`src/rtl/path_delay_pkg.sv`:
```
// Shared definitions for the path delay sampler: FSM states and default sizing.
package path_delay_pkg;

  localparam int DEF_CNT_W      = 16;
  localparam int DEF_DLY_W      = 8;
  localparam int DEF_SETTLE_CYC = 16;
  localparam bit DEF_INVERT     = 1'b0;

  // Settle counter width covers the full legal SETTLE_CYC range.
  localparam int SETTLE_W       = 16;

  typedef enum logic [2:0] {
    IDLE,
    PRESET,
    LAUNCH_WAIT,
    CAPTURE,
    DONE
  } state_t;

endpackage

```
`src/rtl/path_delay_sampler_if.sv`:
```
// Control/status bundle of the path delay sampler.
// master = requester that starts runs, slave = the sampler itself.
interface path_delay_sampler_if
  import path_delay_pkg::*;
#(
  parameter int CNT_W = DEF_CNT_W,
  parameter int DLY_W = DEF_DLY_W
);

  logic             start;
  logic [DLY_W-1:0] capture_dly;
  logic [CNT_W-1:0] num_trials;
  logic             busy;
  logic             done;
  logic [CNT_W-1:0] fail_count;
  logic             last_sample;

  modport master (
    output start, capture_dly, num_trials,
    input  busy, done, fail_count, last_sample
  );

  modport slave (
    input  start, capture_dly, num_trials,
    output busy, done, fail_count, last_sample
  );

endinterface

```
`src/rtl/path_delay_capture.sv`:
```
// Launch flop and capture flop of the measured path, kept in their own
// module so placement constraints can pin them next to the chain.
module path_delay_capture (
  input  logic clk,
  input  logic rst_n,
  input  logic launchEn,
  input  logic launchD,
  input  logic capEn,
  input  logic path_out,
  output logic path_in,
  output logic sample
);

  // Launch flop: its Q drives the chain with nothing in between.
  always_ff @(posedge clk or negedge rst_n) begin
    if (!rst_n)        path_in <= 1'b0;
    else if (launchEn) path_in <= launchD;
  end

  // Capture flop: samples the raw chain output, deliberately unsynchronized,
  // since a late transition is exactly what is being measured.
  always_ff @(posedge clk or negedge rst_n) begin
    if (!rst_n)     sample <= 1'b0;
    else if (capEn) sample <= path_out;
  end

endmodule

```
`src/rtl/path_delay_sampler.sv`:
```
// Path delay sampler: repeatedly launches alternating edges into a delay
// chain and checks whether each edge arrives by a programmable capture edge.
module path_delay_sampler
  import path_delay_pkg::*;
#(
  parameter int CNT_W      = DEF_CNT_W,
  parameter int DLY_W      = DEF_DLY_W,
  parameter int SETTLE_CYC = DEF_SETTLE_CYC,
  parameter bit INVERT     = DEF_INVERT
) (
  input  logic                clk,
  input  logic                rst_n,
  path_delay_sampler_if.slave ctl,
  output logic                path_in,
  input  logic                path_out
);

  localparam logic [CNT_W-1:0]    CNT_MAX     = '1;
  localparam logic [SETTLE_W-1:0] SETTLE_LAST = SETTLE_W'(SETTLE_CYC - 1);

  state_t              state, stateNxt;
  logic [DLY_W-1:0]    dlyLat, dlyCnt;
  logic [CNT_W-1:0]    trialsLat, trialCnt, failCnt, trialNext;
  logic [SETTLE_W-1:0] settleCnt;
  logic                launchVal;
  logic                launchEn, launchD, capEn;
  logic                sample, mismatch;

  assign trialNext = trialCnt + 1'b1;
  // Expected value at the capture flop folds in the chain's inversion parity.
  assign mismatch  = sample != (launchVal ^ INVERT);

  path_delay_capture uCap (
    .clk      (clk),
    .rst_n    (rst_n),
    .launchEn (launchEn),
    .launchD  (launchD),
    .capEn    (capEn),
    .path_out (path_out),
    .path_in  (path_in),
    .sample   (sample)
  );

  // State register.
  always_ff @(posedge clk or negedge rst_n) begin
    if (!rst_n) state <= IDLE;
    else        state <= stateNxt;
  end

  // Next state plus launch/capture enables.
  always_comb begin
    stateNxt = state;
    launchEn = 1'b0;
    launchD  = launchVal;
    capEn    = 1'b0;
    unique case (state)
      IDLE: begin
        if (ctl.start) begin
          if (ctl.num_trials == '0) begin
            stateNxt = DONE;
          end else begin
            // First trial is a rising launch, so preset the chain low.
            stateNxt = PRESET;
            launchEn = 1'b1;
            launchD  = 1'b0;
          end
        end
      end
      PRESET: begin
        if (settleCnt == SETTLE_LAST) begin
          stateNxt = LAUNCH_WAIT;
          launchEn = 1'b1;
          launchD  = launchVal;
        end
      end
      LAUNCH_WAIT: begin
        if (dlyCnt == '0) begin
          capEn    = 1'b1;
          stateNxt = CAPTURE;
        end
      end
      CAPTURE: begin
        if (trialNext == trialsLat) begin
          stateNxt = DONE;
        end else begin
          // Next preset level is ~(toggled launchVal), i.e. the level just launched.
          stateNxt = PRESET;
          launchEn = 1'b1;
          launchD  = launchVal;
        end
      end
      DONE:    stateNxt = IDLE;
      default: stateNxt = IDLE;
    endcase
  end

  // Run settings, counters and result accumulation.
  always_ff @(posedge clk or negedge rst_n) begin
    if (!rst_n) begin
      dlyLat    <= '0;
      dlyCnt    <= '0;
      trialsLat <= '0;
      trialCnt  <= '0;
      failCnt   <= '0;
      settleCnt <= '0;
      launchVal <= 1'b0;
    end else begin
      unique case (state)
        IDLE: begin
          if (ctl.start) begin
            dlyLat    <= ctl.capture_dly;
            trialsLat <= ctl.num_trials;
            trialCnt  <= '0;
            failCnt   <= '0;
            settleCnt <= '0;
            launchVal <= 1'b1;
          end
        end
        PRESET: begin
          if (settleCnt == SETTLE_LAST) begin
            settleCnt <= '0;
            dlyCnt    <= dlyLat;
          end else begin
            settleCnt <= settleCnt + 1'b1;
          end
        end
        LAUNCH_WAIT: begin
          if (dlyCnt != '0) dlyCnt <= dlyCnt - 1'b1;
        end
        CAPTURE: begin
          if (mismatch && (failCnt != CNT_MAX)) failCnt <= failCnt + 1'b1;
          trialCnt  <= trialNext;
          launchVal <= ~launchVal;
        end
        default: ;
      endcase
    end
  end

  assign ctl.busy        = (state == PRESET) || (state == LAUNCH_WAIT) || (state == CAPTURE);
  assign ctl.done        = (state == DONE);
  assign ctl.fail_count  = failCnt;
  assign ctl.last_sample = sample;

endmodule

```
`src/flat_wrapper.sv`:
```
// flat-port wrapper written by rule: the top's interface ports become plain ports
module path_delay_sampler_flat import path_delay_pkg::*;
#(
  parameter int CNT_W      = DEF_CNT_W,
  parameter int DLY_W      = DEF_DLY_W,
  parameter int SETTLE_CYC = DEF_SETTLE_CYC,
  parameter bit INVERT     = DEF_INVERT
)
  (clk, rst_n, path_in, path_out, ctl_start, ctl_capture_dly, ctl_num_trials, ctl_busy, ctl_done, ctl_fail_count, ctl_last_sample);
  path_delay_sampler_if #(.CNT_W(CNT_W), .DLY_W(DLY_W)) ctl_i ();
  input  logic clk;
  input  logic rst_n;
  output logic path_in;
  input  logic path_out;
  input wire logic [$bits(ctl_i.start)-1:0] ctl_start;
  input wire logic [$bits(ctl_i.capture_dly)-1:0] ctl_capture_dly;
  input wire logic [$bits(ctl_i.num_trials)-1:0] ctl_num_trials;
  output wire logic [$bits(ctl_i.busy)-1:0] ctl_busy;
  output wire logic [$bits(ctl_i.done)-1:0] ctl_done;
  output wire logic [$bits(ctl_i.fail_count)-1:0] ctl_fail_count;
  output wire logic [$bits(ctl_i.last_sample)-1:0] ctl_last_sample;
  assign ctl_i.start = ctl_start;
  assign ctl_i.capture_dly = ctl_capture_dly;
  assign ctl_i.num_trials = ctl_num_trials;
  assign ctl_busy = ctl_i.busy;
  assign ctl_done = ctl_i.done;
  assign ctl_fail_count = ctl_i.fail_count;
  assign ctl_last_sample = ctl_i.last_sample;
  path_delay_sampler #(.CNT_W(CNT_W), .DLY_W(DLY_W), .SETTLE_CYC(SETTLE_CYC), .INVERT(INVERT)) u_core (.clk(clk), .rst_n(rst_n), .ctl(ctl_i), .path_in(path_in), .path_out(path_out));
endmodule
```
`config.mk`:
```
export PLATFORM = sky130hd
export DESIGN_NAME = path_delay_sampler_flat
export DESIGN_NICKNAME = d
export VERILOG_FILES = /design/src/rtl/path_delay_pkg.sv /design/src/rtl/path_delay_sampler_if.sv /design/src/rtl/path_delay_capture.sv /design/src/rtl/path_delay_sampler.sv /design/src/flat_wrapper.sv
export SDC_FILE = /design/constraint.sdc
export NUM_CORES = 1
export LEC_CHECK = 0
export ABC_AREA = 1
export CELL_PAD_IN_SITES_DETAIL_PLACEMENT = 2
export CELL_PAD_IN_SITES_GLOBAL_PLACEMENT = 2
export CORE_UTILIZATION = 35
export CTS_BUF_LIST = sky130_fd_sc_hd__clkbuf_2 sky130_fd_sc_hd__clkbuf_4 sky130_fd_sc_hd__clkbuf_8
export CTS_CLUSTER_SIZE = 12
export DETAILED_ROUTE_END_ITERATION = 10
export GPL_ROUTABILITY_DRIVEN = 0
export PLACE_DENSITY_LB_ADDON = 0.1
export SYNTH_ARGS = -nofsm -noshare
export SYNTH_HDL_FRONTEND = slang
export SYNTH_HIERARCHICAL = 1
export SYNTH_SLANG_ARGS = --single-unit
```
`constraint.sdc`:
```
create_clock -name clk -period 2.5 [get_ports clk]
set_input_delay 0.25 -clock clk [delete_from_list [all_inputs] [get_ports clk]]
set_output_delay 0.25 -clock clk [all_outputs]
set_load 0.02 [all_outputs]
```
# Yosys cells after proc, flatten, opt, wreduce, memory -nomap -nowiden
# Index checks and enable logic that the tools add are counted.
[totals]
reg_bits = 86
[op_classes]
n_mux = 27
addsub = 4
bitwise = 1
n_eq_ne = 13
n_reduce_logical = 16
[ops]
columns = ["op", "count"]
rows = [
  ["$pmux W16 S2", 3],
  ["$add A16 B1 Y16 const B", 3],
  ["$mux W16", 3],
  ["$eq A16 B16 Y1", 1],
  ["$eq A16 B4 Y1 const B", 1],
  ["$logic_not A16 Y1", 1],
  ["$mux W8", 2],
  ["$ne A16 B16 Y1 const B", 1],
  ["$pmux W8 S2", 1],
  ["$mux W3", 5],
  ["$pmux W3 S4", 1],
  ["$mux W1", 10],
  ["$reduce_and A3 Y1", 3],
  ["$logic_not A8 Y1", 1],
  ["$ne A2 B1 Y1 const B", 4],
  ["$reduce_bool A8 Y1", 1],
  ["$sub A8 B1 Y8 const B", 1],
  ["$eq A3 B2 Y1 const B", 2],
  ["$reduce_and A2 Y1", 3],
  ["$reduce_bool A2 Y1", 3],
  ["$eq A3 B1 Y1 const B", 1],
  ["$eq A3 B3 Y1 const B", 1],
  ["$logic_not A3 Y1", 1],
  ["$pmux W1 S3", 1],
  ["other kinds (6)", 7],
]

# Depth between registers and ports, before layout
# Gate-level depths: netlist (run 1).
[logic_depth]
ltp_word = 4
mapped_depth = 17
mapped_depth_nobuf = 17

# Hierarchy
# The synthesis (run 1) kept the hierarchy.
[by_module_without_submodules]
columns = ["module", "seq_area_each_um2", "instances", "area_per_inst_um2", "cells_each"]
rows = [
  ["path_delay_sampler", 2102.0, 1, 4749.6, 621],
  ["path_delay_capture", 50.0, 1, 80.1, 10],
]

# Worst setup path before layout (run 1)
# OpenSTA, ideal clock, no wires.
[synth_path]
kind = "reg-to-reg"
start = "register u_core.failCnt[0] (netlist: u_core/ctl.fail_count[0])"
end = "register u_core.failCnt[12] (netlist: u_core/ctl.fail_count[12])"
setup_ps = 141
stages_incl_launch_ff = 13
period_less_slack_ps = 1865
arrival_ps = 1724
path_slack_ps = 635
cell_sequence = "dfrtp_1 -> ha_1 -> nand2_1 -> nand3b_1 -> nor2_1 -> nand2_1 -> o21ai_2 -> nand2_4 -> inv_2 -> buf_6 -> nor2_1 -> o21ai_1 -> a31oi_1"
[synth_via]
elab_chain_cells = 4
[synth_lines]
columns = ["item", "line_no", "text"]
rows = [
  ["start: declaration", "path_delay_sampler.sv:23", "logic [CNT_W-1:0] trialsLat, trialCnt, failCnt, trialNext;"],
  ["start signal: assignment", "path_delay_sampler.sv:131", "if (mismatch && (failCnt != CNT_MAX)) failCnt <= failCnt + 1'b1;"],
  ["branches (longest 4 deep; another with $add A16 B1 Y16)", "--", ""],
]
# Several ways; the timed one is not identified. The select of a mux whose other input is x is not followed.
# A chain may end at the register's enable or synchronous reset.

# Final worst setup path (run 1)
[layout_path]
start = "register u_core.trialCnt[0]"
end = "register u_core.uCap.path_in"
[layout_via]
elab_chain_cells = 4
[layout_lines]
columns = ["item", "line_no", "text"]
rows = [
  ["start: declaration", "path_delay_sampler.sv:23", ""],
  ["start signal: assignment", "path_delay_sampler.sv:132", "trialCnt <= trialNext;"],
  ["$add A16 B1 Y16", "path_delay_sampler.sv:29", "assign trialNext = trialCnt + 1'b1;"],
  ["$eq A16 B16 Y1", "path_delay_sampler.sv:83", "if (trialNext == trialsLat) begin"],
  ["$mux W1", "path_delay_sampler.sv:83", ""],
  ["$pmux W1 S3", "path_delay_sampler.sv:56", "unique case (state)"],
  ["named net u_core.launchEn", "path_delay_sampler.sv:26", "logic launchEn, launchD, capEn;"],
  ["end signal: assignment", "path_delay_capture.sv:17", "else if (launchEn) path_in <= launchD;"],
  ["end: declaration", "path_delay_capture.sv:10", "output logic path_in,"],
]
# The timed path passes the listed nets, and every way through them passes these cells.

==> run metrics, run 1 <==
status=finished clean; Netlist cell types=38; Clock Power Share=22.5%; Synth Instances=roughly 630; vias in the first global route=between 5000 and 6000; Max Clock Skew=around 0.014 ns; Worst Path Max Fanout=6; count leader, synth=nand2_1; Yosys reg bits=86; Die Footprint=around 14000 µm²; Peak VDD IR=roughly 360 µV; Avg Synthesized Cell Area=approximately 7.7 µm²; number of I/O pins=48; top post-synthesis cells by area=dfrtp_1 45%, nand2_1 13%, inv_1 6.3%; post-route setup TNS=0 ns; first-pass GRT wire length=25900 µm; Sw Ratio=between 40% and 50%; register area=2150 µm²; Initial DRT Pass Iterations=4; vias per cell=roughly 5.3; r2r worst-path depth=14; TritonCTS clock tree=done; Int Pwr=3.42 mW; Worst Tran Pin Value=around 0.51 ns; CTS buffer count=9; chip height=approximately 120 µm; area growth from synthesis to layout=20.2%; Final min period=roughly 2.2 ns; sequential power share=between 30% and 40%; worst skew pair latency=a little under 0.4 ns; largest net degree at the start of global routing=35; Critical Path RT=2.77 ns; Initial DRC Count=approximately 140; Seq/Total Area, Yosys=between 40 and 50%; IO buf count=47; Starting Density=36.2%; Ys Warns=6; row count=42; All-Layer GR Usage=23.1%; post-synthesis async set-or-reset flop share=100%; gr ovfl total=0; hpwl dp=roughly 12000 µm; CTS H-tree depth=3; Sink Count=86; Slew Limit Fails=0; Detailed Route WL=between 15000 and 20000 µm; Filler cells=1570; Multi-input gate area=approximately 2300 µm²; antenna cell count=0; setup repair bufs after CTS=0; drt wl/cell=roughly 18 µm; CP endpoint kind=flip-flop; critical path type=flip-flop to flip-flop; Inst Count DP=about 850; Fin. Hold Viols=0; syn nets=664; EDFF count, synth=0; slew margin rel.=between 60% and 70%; Pwr per Cell Area=between 1000 and 1500 nW/µm²; crit share post-route=between 80% and 90%; cell area after layout=about 5800 µm²; post-route setup slack=around 0.28 ns; clock transition at the registers of the reported paths=0.08 ns; area of placed instances=5540 µm²; Synth top area share=between 40 and 50%; Net Sw Power=2.41 mW; ys flop type=dfrtp_1; Synth top cells by count=169 x nand2_1, 86 x dfrtp_1, 81 x inv_1; core footprint=around 13000 µm²; WP data arrival=approximately 2.5 ns; Critical Path Start Type=flip-flop; Remaining DRCs=0; ratio of cells with drive above 1 in the final layout=roughly 7.7%; vias=about 4600; RSZ-0062 raised after global routing=no; leading area contributor after synthesis=dfrtp_1; Max-cap violations=0; nets=between 700 and 800; Synth Cell Area=4830 µm²; Root Driver=clkbuf_8; worst hold path class=input pin to asynchronous set/reset pin; LEAKAGE=~2.6 nW; Finished Layout Cells=between 800 and 900; final setup violation count=0; die width=~120 µm; clk buf depth=2; pre-CTS WS=approximately 0.3 ns; fmax=450 MHz; Comb pwr share=about two fifths; Final ANT Viol Nets=0; antenna violations before repair=0
## power groups by stage
stage	combinational, mW	clock [mW]	sequential [mW]
global placement	2.20	0	2.17
detailed placement	2.35	0	2.20
global route	2.64	1.39	2.22
floorplan	1.61	0	2.12
finish	2.35	1.31	2.17
CTS	2.39	1.35	2.18
## stage by stage
step	utilization, %	hold slack (ns)	power [mW]
floorplan	-	-0.0456	3.73
global placement	41.5	0.227	4.38
detailed placement	41.5	0.226	4.55
CTS	43.5	0.354	5.92
global route	43.5	0.398	6.25
finish	43.5	0.376	5.83
## layer usage
metal,track usage [%],up-vias,share of wire [%]
li1,-,2177,-
met1,27.6,2302,44
met2,41.6,64,51
met3,3.64,22,3.1
met4,8.44,0,1.8
met5,0,-,0
## worst max-delay path, stage by stage (launching register included)
cell      delay, ns
dfrtp_1        0.44
ha_1           0.24
nand2_1        0.09
nor2_2         0.23
nand4_1        0.21
nand2_1        0.16
nand2_1        0.06
nand2_1        0.05
nand2_1        0.06
nor2_2         0.14
nand3_1        0.09
nand2_1        0.08
o211ai_1       0.11
nand2_1        0.10
nand2_1        0.05
## placed cells by master (no fill, tap or decap), drive strengths merged
| master | synthesis | routed |
|---|---|---|
| nor4 | 4 | 4 |
| o31ai | 4 | 4 |
| xnor2 | 5 | 5 |
| or2 | 1 | 1 |
| o211a | 1 | 1 |
| o21a | 1 | 1 |
| nor2 | 66 | 66 |
| inv | 87 | 87 |
| o211ai | 2 | 2 |
| a22o | 1 | 1 |
| a21oi | 13 | 13 |
| nand2 | 173 | 173 |
| xor2 | 14 | 14 |
| clkbuf | 7 | 10 |
| buf | 5 | 11 |
| nand3 | 40 | 40 |
| bufinv | 0 | 4 |
| xor3 | 1 | 1 |
| dlygate4sd3 | 0 | 1 |
| nor3 | 12 | 12 |
| mux2 | 1 | 1 |
| nand3b | 7 | 7 |
| o22ai | 21 | 21 |
| a22oi | 2 | 2 |
| o21ai | 47 | 47 |
| clkdlybuf4s50 | 0 | 46 |
| nand4 | 20 | 20 |
| ha | 5 | 5 |
| a31oi | 5 | 5 |
| dfrtp | 86 | 86 |
## cells by family after synthesis
kind of cell	Yosys count	synth area share, %
xor gates and xnor gates	20	3.94
DFF	86	44.6
and+or+nand+nor	323	30.3
AOI/OAI and AO/OA	97	11.5
buffers and inverters	99	8.13
muxes	1	0.233
adders and majority gates	5	1.30
## sequential cells by signal, indices dropped and copies added, names as in the netlist
register	count
u_core/state	3
u_core/launchVal	1
u_core/dlyCnt	8
u_core/uCap/path_in	1
u_core/settleCnt	16
u_core/ctl.fail_count	16
u_core/dlyLat	8
u_core/uCap/sample	1
u_core/trialsLat	16
u_core/trialCnt	16
## final cells by class
class / instances / area share (%)
multi-input combinational: 446 / 39.3
sequential: 86 / 37.1
timing repair buffer: 58 / 9.74
inverter: 87 / 5.62
tap: 176 / 3.79
clock buffer: 10 / 2.37
clock inverter: 4 / 2.07
## worst paths after layout
| check | slack [ns] | from | end |
|---|---|---|---|
| max | 0.28 | u_core/trialCnt[0]$_DFFE_PN0P_ | u_core/uCap/path_in$_DFFE_PN0P_ |
| min | 0.38 | rst_n | u_core/trialCnt[7]$_DFFE_PN0P_ |
| max reg2reg | 0.28 | u_core/trialCnt[0]$_DFFE_PN0P_ | u_core/uCap/path_in$_DFFE_PN0P_ |
| min reg2reg | 0.49 | u_core/dlyLat[5]$_DFFE_PN0P_ | u_core/dlyLat[5]$_DFFE_PN0P_ |
| max in group asynchronous | 1.40 | rst_n | u_core/settleCnt[14]$_DFFE_PN0P_ |
| min in group clk | 0.39 | ctl_capture_dly[6] | u_core/dlyLat[6]$_DFFE_PN0P_ |
## timing repair
item,4_1_cts,5_1_grt
endpoints found under the hold margin,28,0
setup endpoints to repair,0,1
resized for setup,0,1
hold buffers,1,0
Note: power is estimated with default switching activity, not from simulation.
==> run 2, diff against run 1 <==
- TNS_END_PERCENT: not set -> 50
==> results of run 2 <==
No change in the layout: final DEF, timing and power equal those of run 1.
==> run 3, diff against run 2 <==
- CORE_UTILIZATION: 35 -> 34
- CTS_BUF_LIST: sky130_fd_sc_hd__clkbuf_2 sky130_fd_sc_hd__clkbuf_4 sky130_fd_sc_hd__clkbuf_8 -> sky130_fd_sc_hd__clkbuf_16
==> run 3 against run 2 <==
  * Clock-buffer cell count is 1 lower
  * Highest routed layer unchanged
  * Via count shrank 1.8%
  * Power up 2.8%
  * First-iteration DRC count up 17%
  * Global-route usage down 0.84 points
  * Utilization is 1.2 points lower
  * Fmax shrank 0.89%
  * Routed wire length down 3.0%
  * Worst setup slack got worse by 0.020 ns
  * Hold slack better by 0.020 ns
==> run metrics, run 3 (synthesis results as in run 1) <==
worst skew pair latency=0.34 ns (-0.05 ns); Initial DRC Count=163 (+17%); Fin. Hold Viols=0 (unchanged); worst setup path start=u_core/trialCnt[0]$_DFFE_PN0P_; most frequent cells in the layout=169 x nand2_1, 86 x dfrtp_1, 81 x inv_1; Sink Count=86 (unchanged); Critical Path RT=2.74 ns (-0.03 ns); TritonCTS clock tree=done; CTS H-tree depth=3 (unchanged); All-Layer GR Usage=22.3% (-0.84 points); crit share post-route=89.6% (+0.80 points); Pwr per Cell Area=1020 nW/µm² (+1.8%); Worst Tran Pin Value=0.466 ns (-0.0487 ns); Worst Hold Margin=0.396 ns (+0.0201 ns); reg-to-reg endpoint=u_core/uCap/path_in$_DFFE_PN0P_; Starting Density=34.8% (-1.4 points); slew margin rel.=68.7% (+3.2 points); GRT met1 Usage=27.9% (+0.27 points); Final ANT Viol Nets=0 (unchanged); Initial DRT Pass Iterations=4 (unchanged); Filler cells=1616 (+2.9%); die width=121 µm (+1.4%); r2r worst-path depth=14 (unchanged); cell area after layout=5870 µm² (+1.0%); most common cell after layout, fill and taps aside=nand2_1; Detailed Route WL=15000 µm (-3.0%); Root Driver=clkbuf_16; ratio of cells with drive above 1 in the final layout=7.80% (+0.13 points); WP data arrival=2.48 ns (about the same); core footprint=13900 µm² (+4.0%); Max Clock Skew=0.00837 ns (-0.00530 ns); gr ovfl total=0 (unchanged); largest net degree at the start of global routing=57 (+63%); reg-to-reg slack, setup=0.26 ns (-0.02 ns); Clock Power Share=24.4% (+1.9 points); Sw Ratio=41.2% (-0.12 points); IO buf count=47 (unchanged); vias in the first global route=5025 (-3.6%); Inst Count DP=856 (+0.47%); Worst Path Max Fanout=6 (unchanged); Die Footprint=14700 µm² (+2.9%); LEAKAGE=2.65 nW (+0.88%); Remaining DRCs=0 (unchanged); Peak VDD IR=374 µV (+4.8%); Finished Layout Cells=872 (+0.58%); worst hold path class=input pin to asynchronous set/reset pin; area of placed instances=5540 µm² (about the same); antenna violations before repair=0 (unchanged); area growth from synthesis to layout=21.5%; fmax=446 MHz (-0.89%); status=finished clean; Net Sw Power=2.47 mW (+2.5%); clock transition at the registers of the reported paths=0.07 ns (about the same); Final min period=2.24 ns (+0.0199 ns); GR met3 Demand/Resource=3.62% (-0.021 points); number of I/O pins=48 (unchanged); CTS buffer count=9 (unchanged); clk buf depth=2 (unchanged); Finished Core Util=42.3% (-1.2 points); R2R Path Start=u_core/trialCnt[0]$_DFFE_PN0P_; final setup violation count=0 (unchanged); first-pass GRT wire length=25100 µm (-2.9%); row count=43 (+2.4%); Slew Limit Fails=0 (unchanged); Int Pwr=3.53 mW (+3.0%); GR met2 Demand/Resource=39.7% (-1.9 points); Critical Path Start Type=flip-flop; sequential power share=36.2% (-1.0 points); vias=4481 (-1.8%); hpwl dp=11200 µm (-4.6%); RSZ-0062 raised after global routing=no; drt wl/cell=17.2 µm (-3.6%); antenna cell count=0 (unchanged); gr busiest metal=met2; Comb pwr share=39.3% (-1.0 points); vias per cell=5.14 (-2.4%); Max-cap violations=0 (unchanged); chip height=121 µm (+1.4%); post-route setup TNS=0 ns (unchanged); nets=721 (unchanged); CP endpoint kind=flip-flop; critical path type=flip-flop to flip-flop
## run 3: final cells by class
class / count / area (µm²) / area share [%]
Clock buffer: 9 / 225 / 3.84
Clock inverter: 6 / 86.3 / 1.47
Inverter: 87 / 327 / 5.57
Multi-Input combinational cell: 446 / 2280 / 39.0
Sequential cell: 86 / 2150 / 36.7
Tap cell: 180 / 225 / 3.84
Timing Repair Buffer: 58 / 566 / 9.64
## run 3: how the worst max path moves through the flow
stage | end | slack, ns
2_1_floorplan | u_core/ctl.fail_count[12]$_DFFE_PN0P_ | 0.63
3_3_place_gp | u_core/uCap/path_in$_DFFE_PN0P_ | 0.46
3_5_place_dp | u_core/uCap/path_in$_DFFE_PN0P_ | 0.19
4_1_cts | u_core/uCap/path_in$_DFFE_PN0P_ | 0.1
5_1_grt | u_core/uCap/path_in$_DFFE_PN0P_ | 0.01
6_report | u_core/uCap/path_in$_DFFE_PN0P_ | 0.26
## run 3: critical path, cell delays in order, from the launching register on
cell      delay (ns)
dfrtp_1         0.44
ha_1            0.25
nand3_1         0.15
o21ai_1         0.22
nand2_1         0.14
nand2_1         0.08
nand2_1         0.05
nor2_1          0.12
nand2_1         0.06
nor2_1          0.16
nand3_1         0.11
nand2_1         0.09
o211ai_1        0.12
nand2_1         0.09
nand2_1         0.05
## run 3: power groups by stage
stage | clock network [mW] | logic [mW] | registers (mW)
2_1_floorplan | 0 | 1.61 | 2.12
5_1_grt | 1.56 | 2.67 | 2.23
4_1_cts | 1.51 | 2.41 | 2.18
6_report | 1.47 | 2.36 | 2.17
3_5_place_dp | 0 | 2.35 | 2.20
3_3_place_gp | 0 | 2.22 | 2.18
## run 3: per-stage QoR
step	power (mW)	setup WS [ns]
6_report	5.99	0.260
5_1_grt	6.45	0.0113
4_1_cts	6.10	0.0984
3_5_place_dp	4.55	0.187
3_3_place_gp	4.40	0.461
2_1_floorplan	3.73	0.635
## run 3: timing repair
action                                  CTS  global route
resized for setup                         0             1
endpoints found under the hold margin    30             0
endpoints found under the setup margin    0             1
buffers inserted                          0             0
hold buffers                              1             0
## run 3: layer usage
layer / vias up / wire [µm]
li1: 2176 / -
met1: 2254 / 6900
met2: 42 / 7620
met3: 9 / 326
met4: 0 / 142
met5: - / 0
